### src/rtl/reaction_timer_pkg.sv
// Shared types and constants for the reaction timer game and its high-score tracker.
package rt_pkg;

   localparam int TIME_W_DEF = 24;

   // Fibonacci taps 16,14,13,11 expressed as bit positions 15,13,12,10
   localparam logic [15:0] LFSR_TAPS = 16'hB400;

   typedef enum logic [2:0] {IDLE, WAIT, ARMED, DONE, FOUL} state_t;

   function automatic logic [15:0] lfsr_next(input logic [15:0] s);
      return {s[14:0], ^(s & LFSR_TAPS)};
   endfunction

endpackage

### src/rtl/reaction_timer_tick_prescaler.sv
// Free-running time-unit prescaler; tick is high for the last cycle of each TICK_DIV period.
module tick_prescaler #(
   parameter int TICK_DIV = 50000
) (
   input  logic clk,
   input  logic reset,
   input  logic clear,
   output logic tick
);

   localparam int CW = (TICK_DIV > 1) ? $clog2(TICK_DIV) : 1;

   logic [CW-1:0] cnt;

   assign tick = (cnt == CW'(TICK_DIV - 1));

   always_ff @(posedge clk) begin
      if (reset || clear || tick)
         cnt <= '0;
      else
         cnt <= cnt + CW'(1);
   end

endmodule

### src/rtl/reaction_timer.sv
// Reaction timer: random pre-stimulus delay, LED stimulus, reaction time measured in ticks.
module reaction_timer
   import rt_pkg::*;
#(
   parameter int          TIME_W     = TIME_W_DEF,
   parameter int          TICK_DIV   = 50000,
   parameter int          MIN_DELAY  = 1000,
   parameter int          RANGE_MASK = 2047,
   parameter logic [15:0] SEED       = 16'hACE1
) (
   input  logic              clk,
   input  logic              reset,
   input  logic              start,
   input  logic              react,
   output logic              led_on,
   output logic [TIME_W-1:0] timecount,
   output logic              result_valid,
   output logic              false_start,
   output logic              busy
);

   localparam int DELAY_W = $clog2(MIN_DELAY + RANGE_MASK + 1);

   state_t              state;
   logic                start_q, react_q;
   logic [15:0]         lfsr;
   logic [DELAY_W-1:0]  delay;
   logic [DELAY_W-1:0]  delay_load;
   logic [TIME_W-1:0]   count;
   logic [TIME_W-1:0]   count_inc;
   logic                start_rise, react_rise;
   logic                tick, enter_wait, enter_armed;

   assign start_rise = start & ~start_q;
   assign react_rise = react & ~react_q;
   assign delay_load = DELAY_W'(MIN_DELAY + int'(lfsr & 16'(RANGE_MASK)));
   assign count_inc  = count + TIME_W'(1);

   // Prescaler restarts on the same edge the state changes, so phase 0 lines up with entry.
   assign enter_wait  = (state == IDLE || state == DONE || state == FOUL) && start_rise;
   assign enter_armed = (state == WAIT) && tick && !react_rise && (delay == DELAY_W'(1));

   tick_prescaler #(.TICK_DIV(TICK_DIV)) u_prescaler (
      .clk   (clk),
      .reset (reset),
      .clear (enter_wait | enter_armed),
      .tick  (tick)
   );

   always_ff @(posedge clk) begin
      start_q <= start;
      react_q <= react;
      if (reset) begin
         state        <= IDLE;
         lfsr         <= SEED;
         delay        <= '0;
         count        <= '0;
         led_on       <= 1'b0;
         busy         <= 1'b0;
         false_start  <= 1'b0;
         result_valid <= 1'b0;
         timecount    <= '0;
      end else begin
         lfsr         <= lfsr_next(lfsr);
         result_valid <= 1'b0;
         case (state)
            IDLE, DONE, FOUL: begin
               if (start_rise) begin
                  delay       <= delay_load;
                  false_start <= 1'b0;
                  busy        <= 1'b1;
                  led_on      <= 1'b0;
                  state       <= WAIT;
               end
            end
            WAIT: begin
               if (react_rise) begin
                  false_start  <= 1'b1;
                  timecount    <= '0;
                  result_valid <= 1'b1;
                  busy         <= 1'b0;
                  state        <= FOUL;
               end else if (tick) begin
                  if (delay == DELAY_W'(1)) begin
                     led_on <= 1'b1;
                     count  <= '0;
                     state  <= ARMED;
                  end else begin
                     delay <= delay - DELAY_W'(1);
                  end
               end
            end
            ARMED: begin
               if (react_rise) begin
                  timecount    <= (count == '0) ? TIME_W'(1) : count;
                  result_valid <= 1'b1;
                  led_on       <= 1'b0;
                  busy         <= 1'b0;
                  state        <= DONE;
               end else if (tick) begin
                  count <= count_inc;
                  if (&count_inc) begin
                     timecount    <= '1;
                     result_valid <= 1'b1;
                     led_on       <= 1'b0;
                     busy         <= 1'b0;
                     state        <= DONE;
                  end
               end
            end
            default: state <= IDLE;
         endcase
      end
   end

endmodule

### config.mk
export PLATFORM = sky130hd
export DESIGN_NAME = reaction_timer
export DESIGN_NICKNAME = d
export VERILOG_FILES = /design/src/rtl/reaction_timer_pkg.sv /design/src/rtl/reaction_timer_tick_prescaler.sv /design/src/rtl/reaction_timer.sv
export SDC_FILE = /design/constraint.sdc
export NUM_CORES = 1
export LEC_CHECK = 0
export BUFFER_PORTS_ARGS = -buffer_cell sky130_fd_sc_hd__buf_2
export CORE_AREA = 4 4 103 115
export CTS_CLUSTER_SIZE = 8
export DETAILED_ROUTE_END_ITERATION = 6
export DIE_AREA = 0 0 107 119
export PLACE_DENSITY = 0.72
export SYNTH_ARGS = -nofsm -noshare
export SYNTH_HDL_FRONTEND = slang
export SYNTH_SLANG_ARGS = --single-unit
### constraint.sdc
create_clock -name clk -period 5.4 [get_ports clk]
set_clock_uncertainty 0.1 [all_clocks]
set_input_delay 0.81 -clock clk [delete_from_list [all_inputs] [get_ports clk]]
set_output_delay 0.81 -clock clk [all_outputs]
set_load 0.005 [all_outputs]
Yosys cells after proc, flatten, opt, wreduce, memory -nomap -nowiden --
Index checks and enable logic that the tools add are counted.
Cells by class: add/sub/neg operators 4, bitwise gates (word level) 5, reductions and logical operators 24, muxes and demuxes 43, eq/ne operators 18
Operator list (number):
- 24-bit 2-to-1 mux | 10
- 24-bit case mux with 2 select lines | 2
- 12-bit 2-to-1 mux | 4
- 24-bit by 1-bit adder with 24-bit output, second input constant | 1
- 24-bit zero test | 1
- 12-bit case mux with 2 select lines | 1
- 24-bit AND reduction | 1
- 3-bit 2-to-1 mux | 7
- 16-bit by 1-bit adder with 16-bit output, second input constant | 1
- 16-bit equality test, second input constant | 1
- 16-bit parity | 1
- 5-bit AND reduction | 3
- 1-bit 2-to-1 mux | 14
- 2-bit != test, second input constant | 7
- 10-bit by 11-bit adder with 12-bit output, first input constant | 1
- 12-bit by 1-bit equality test with 1-bit output, second input constant | 1
- 12-bit by 1-bit subtractor with 12-bit output, second input constant | 1
- 3-bit != test, second input constant | 3
- 3-bit case mux with 3 select lines | 1
- 7-bit AND reduction | 1
- 3-bit by 2-bit equality test with 1-bit output, second input constant | 2
- 1-bit case mux with 3 select lines | 2
- 6-bit AND reduction | 1
- 1-bit logical AND | 4
- 16 further kinds | 23
Storage, ports and cells: input port bits 4, flip-flop bits (word level) 101, output and inout port bits 28, word-level logic and storage cells 106

Logic depth before layout (Yosys ltp) --
depth after elaboration 8, gate-level depth with buffers 10, depth with buffers taken out 9

Hierarchy --
From an unflattened synthesis, not the netlist that was laid out.
Second synthesis, totals: cell total of the unflattened synthesis 615, area, all modules 5038.6 um^2
Modules (own cells, without submodules):
- reaction_timer | instances 1, cells an instance 532, sequential area each 1701.6 um^2, area each 4295.4 um^2
- tick_prescaler | instances 1, cells an instance 83, sequential area each 320.3 um^2, area each 743.2 um^2

Worst setup path after synthesis --
No wires, ideal clock.
path type reg-to-reg, start point register count[1], end point register timecount[10], data required time 5179 ps, slack 2477 ps, period minus slack after synthesis 2923 ps, stages on the path, launching flop included 10, arrival time 2702 ps, setup time 121 ps, buffers on the path 1, cell sequence dfxtp_1 -> ha_1 -> and3_1 -> nand4_2 -> nor4_1 -> o22ai_1 -> nor4_4 -> a32oi_4 -> buf_6 -> mux2_4
Between the ends: word-level cells in the longest chain between the ends 4, elaborated cells on any way between the ends 8, those cells by class 1 x add/sub; 1 x eq/ne; 3 x mux; 3 x reduce/logical
RTL lines:
- from (decl) | line reaction_timer.sv:29 | logic [TIME_W-1:0] count;
- from (signal assigned) | line reaction_timer.sv:101 | count <= count_inc;
- 24-bit by 1-bit adder with 24-bit output / 24-bit zero test (equally long branches) | line reaction_timer.sv:37, reaction_timer.sv:95
- 24-bit AND reduction / 24-bit 2-to-1 mux (equally long branches) | line reaction_timer.sv:102, reaction_timer.sv:95
- 3-bit != test (no line) / 24-bit 2-to-1 mux (equally long branches)
- 4-bit AND reduction (no line) / 24-bit case mux with 2 select lines (equally long branches)
- to (signal assigned) | line reaction_timer.sv:95 | timecount <= (count == '0) ? TIME_W'(1) : count;
- to (decl) | line reaction_timer.sv:16 | output logic [TIME_W-1:0] timecount,
Several ways; a longest one is shown, not always the timed one. A chain may end at the register's enable or synchronous reset.

Worst setup path in the final report --
start point register count[8], end point register timecount[19]
The elaborated chain is that of the path after synthesis.

==> run summary <==
status - completed
async set-reset flop share out of synthesis - 0%
depth of the worst register-to-register path - 7
PwrDens - 346 nW/um^2
Leakage - 2.28 nW
Detail Route met3 WL - 519 um
critical path type - register to register
Num CTS Buffers - 9
post-place setup slack - 1690 ps
Finished Layout Cells - 814
Yosys cell types - 69
Synth Cell Area - 5420 um^2
Sw Share - 31.6%
worst path required time - 5540 ps
Slew headroom - 23.1%
setup bufs post-CTS - 0
syn nets - 674
first-pass GRT wire length - 20.9 mm
Yosys top cell area share - 37.3%
All-Layer GR Usage - 19.8%
hold depth - 1
Final period util - 68.6%
DR top layer - met4
slew at the pin closest to its max-slew limit - 1150 ps
I/O pin cnt - 32
Tmin final - 3710 ps
area occupied by multi-input gates - 3150 um^2
max-cap violation count - 0
Syn. warnings - 0
final setup fails - 0
iteration count of the initial detailed-routing pass - 6
Iteration-0 DRC Markers - 365
Vias - 4777
RSZ-0062 raised after global routing - no
post_cts resized - 0
TritonCTS clock tree - built
Post-synth EDFFs - 0
Seq pwr share - 41.4%
cell area after layout - 5900 um^2
global route overflow - 0
Syn Area/Cell - 8.17 um^2
Crit. End Element - register
Hold/Removal Path Class - register to register
final WL - 12.4 mm
pin count of the biggest net entering global routing - 64
initial antenna violation count - 0
root buf cell - clkbuf_16
Final ANT Viol Nets - 0
drt wl/cell - 15.2 um
area grow syn2layout - 8.87%
Sink Count - 101
gpl congestion - 0.931
vias in the first global route - 4393
IO buf count - 31
row count - 40
Yosys reg bits - 101
HPWL after DPL - 8.44 mm
DIE HEIGHT - 119 um
worst skew pair latency - 350 ps
Synth area leaders - dfxtp_1, nor2_1, mux2_4, o21ai_0, nor2b_1
Die ar. - 12700 um^2
met2 routed WL - 5.99 mm
H-tree depth - 3
FMAX - 270 MHz
Util after Layout - 55.1%
IR drop worst, VDD - 231 uV
fin nets - 673
met1 wire length - 5.67 mm
Sequential cell area - 2020 um^2
FILL cells - 1015
Logic pwr share - 24.7%
Net Sw Power - 644 uW
# DRC - 0
Worst Path Max Fanout - 24
clock buffer depth - 2
Clk pwr share - 34.0%
placed cells - 798
crit path DAT - 3850 ps
startpoint types - register
internal power - 1.40 mW
DR vias/cell - 5.87
# diodes - 0
CTS Hold Bufs - 0
dpl cell area - 5580 um^2
sequential area share after synthesis - 37.3%
layout cells sized above 1 - 13.2%
Placeable Area - 10700 um^2
initial core utilization - 50.6%
Worst-path clk slew - 70 ps
Final Hold Fails - 0
main flop type after synthesis - dfxtp_1
Final Max Tran Viols - 0
setup TNS - 0 ps
largest area contributor in the netlist - dfxtp_1
Synth Instances - 663
die width - 107 um
Final WS setup - 1690 ps
-- sequential cells by signal, summed over array words and instances (netlist names) --
name / flops
lfsr: 16
result_valid: 1
start_q: 1
delay: 12
react_q: 1
timecount: 24
busy: 1
u_prescaler.cnt: 16
state: 3
false_start: 1
count: 24
led_on: 1
-- cell usage in the layout (no fill, tap or decap), drive strengths merged, types with 3 or more instances in the layout --
cell,count
and3,12
nand2,47
ha,7
and2,4
nand4b,4
a32oi,3
a21oi,41
o22ai,4
and4,4
nand4,12
nand3b,4
nor2b,35
a22oi,6
nand2b,8
nor3,34
a31oi,3
or2,8
or4,3
inv,11
o21ai,46
a211oi,6
nor2,82
nand3,20
or3,13
mux2i,3
xnor2,14
nor4b,3
clkbuf,11
dfxtp,101
mux2,21
buf,35
xor2,12
nor4,14
-- power by group through the flow --
stage          logic [mW]  clock network, mW  registers, mW
3_5_place_dp        0.496                  0          0.859
6_report            0.503              0.693          0.844
4_1_cts             0.498              0.707          0.842
2_1_floorplan       0.397                  0          0.850
3_3_place_gp        0.484                  0          0.857
5_1_grt             0.569              0.726          0.850
-- cell type report --
class,count,area share [%]
Multi-Input combinational cell,505,53.5
Sequential cell,101,34.3
Clock buffer,11,3.95
Timing Repair Buffer,35,3.14
Tap cell,147,3.12
Clock inverter,5,1.40
Inverter,10,0.637
-- metrics by stage --
step	hold WS, ps	power (mW)
after detailed placement	299	1.36
after global routing	326	2.15
after CTS	319	2.05
final	318	2.04
after floorplan	289	1.25
after global placement	298	1.34
-- routing by layer --
metal | up-vias | track usage [%]
met3 | 19 | 2.66
met1 | 2272 | 26.9
met4 | 0 | 7.91
met5 | - | 0
met2 | 116 | 31.6
li1 | 2370 | -
-- final timing paths --
path         startpoint             to  slack [ps]
min reg2reg    lfsr[14]       lfsr[15]         320
min            lfsr[14]       lfsr[15]         320
max            count[8]  timecount[19]        1690
max reg2reg    count[8]  timecount[19]        1690
-- cell usage after synthesis, drive strengths merged (3+ instances only) --
master,instances
nand3,20
a32oi,3
clkbuf,35
and2,4
o22ai,4
mux2i,3
nor2,82
a31oi,3
o21ai,46
nand3b,4
ha,7
nand2,47
buf,12
dfxtp,101
inv,10
mux2,21
nor2b,35
xnor2,14
nand4,12
nor4,14
nor3,34
nand2b,8
or2,8
and3,12
xor2,12
nand4b,4
or4,3
a22oi,6
or3,13
a21oi,41
nor4b,3
a211oi,6
and4,4
-- critical path, stage by stage, from the launching register on --
cell,delay (ps)
dfxtp_1,560
nand4_2,220
nor4_1,650
nand3_1,250
o2111ai_1,150
o21ai_1,210
a32oi_4,1010
mux2_2,430
-- kinds of logic (layout without fill, tap and decap cells) --
| logic type | after synthesis | after routing | synth area share [%] |
|---|---|---|---|
| and+or+nand+nor | 313 | 313 | 30.8 |
| adders and majority gates | 7 | 7 | 1.62 |
| muxes | 24 | 24 | 6.03 |
| DFF | 101 | 101 | 37.3 |
| buffers and inverters | 57 | 61 | 4.60 |
| xor gates and xnor gates | 26 | 26 | 4.20 |
| AOI/OAI and AO/OA | 135 | 135 | 15.4 |
No activity file was read; power rests on OpenSTA's default activity.
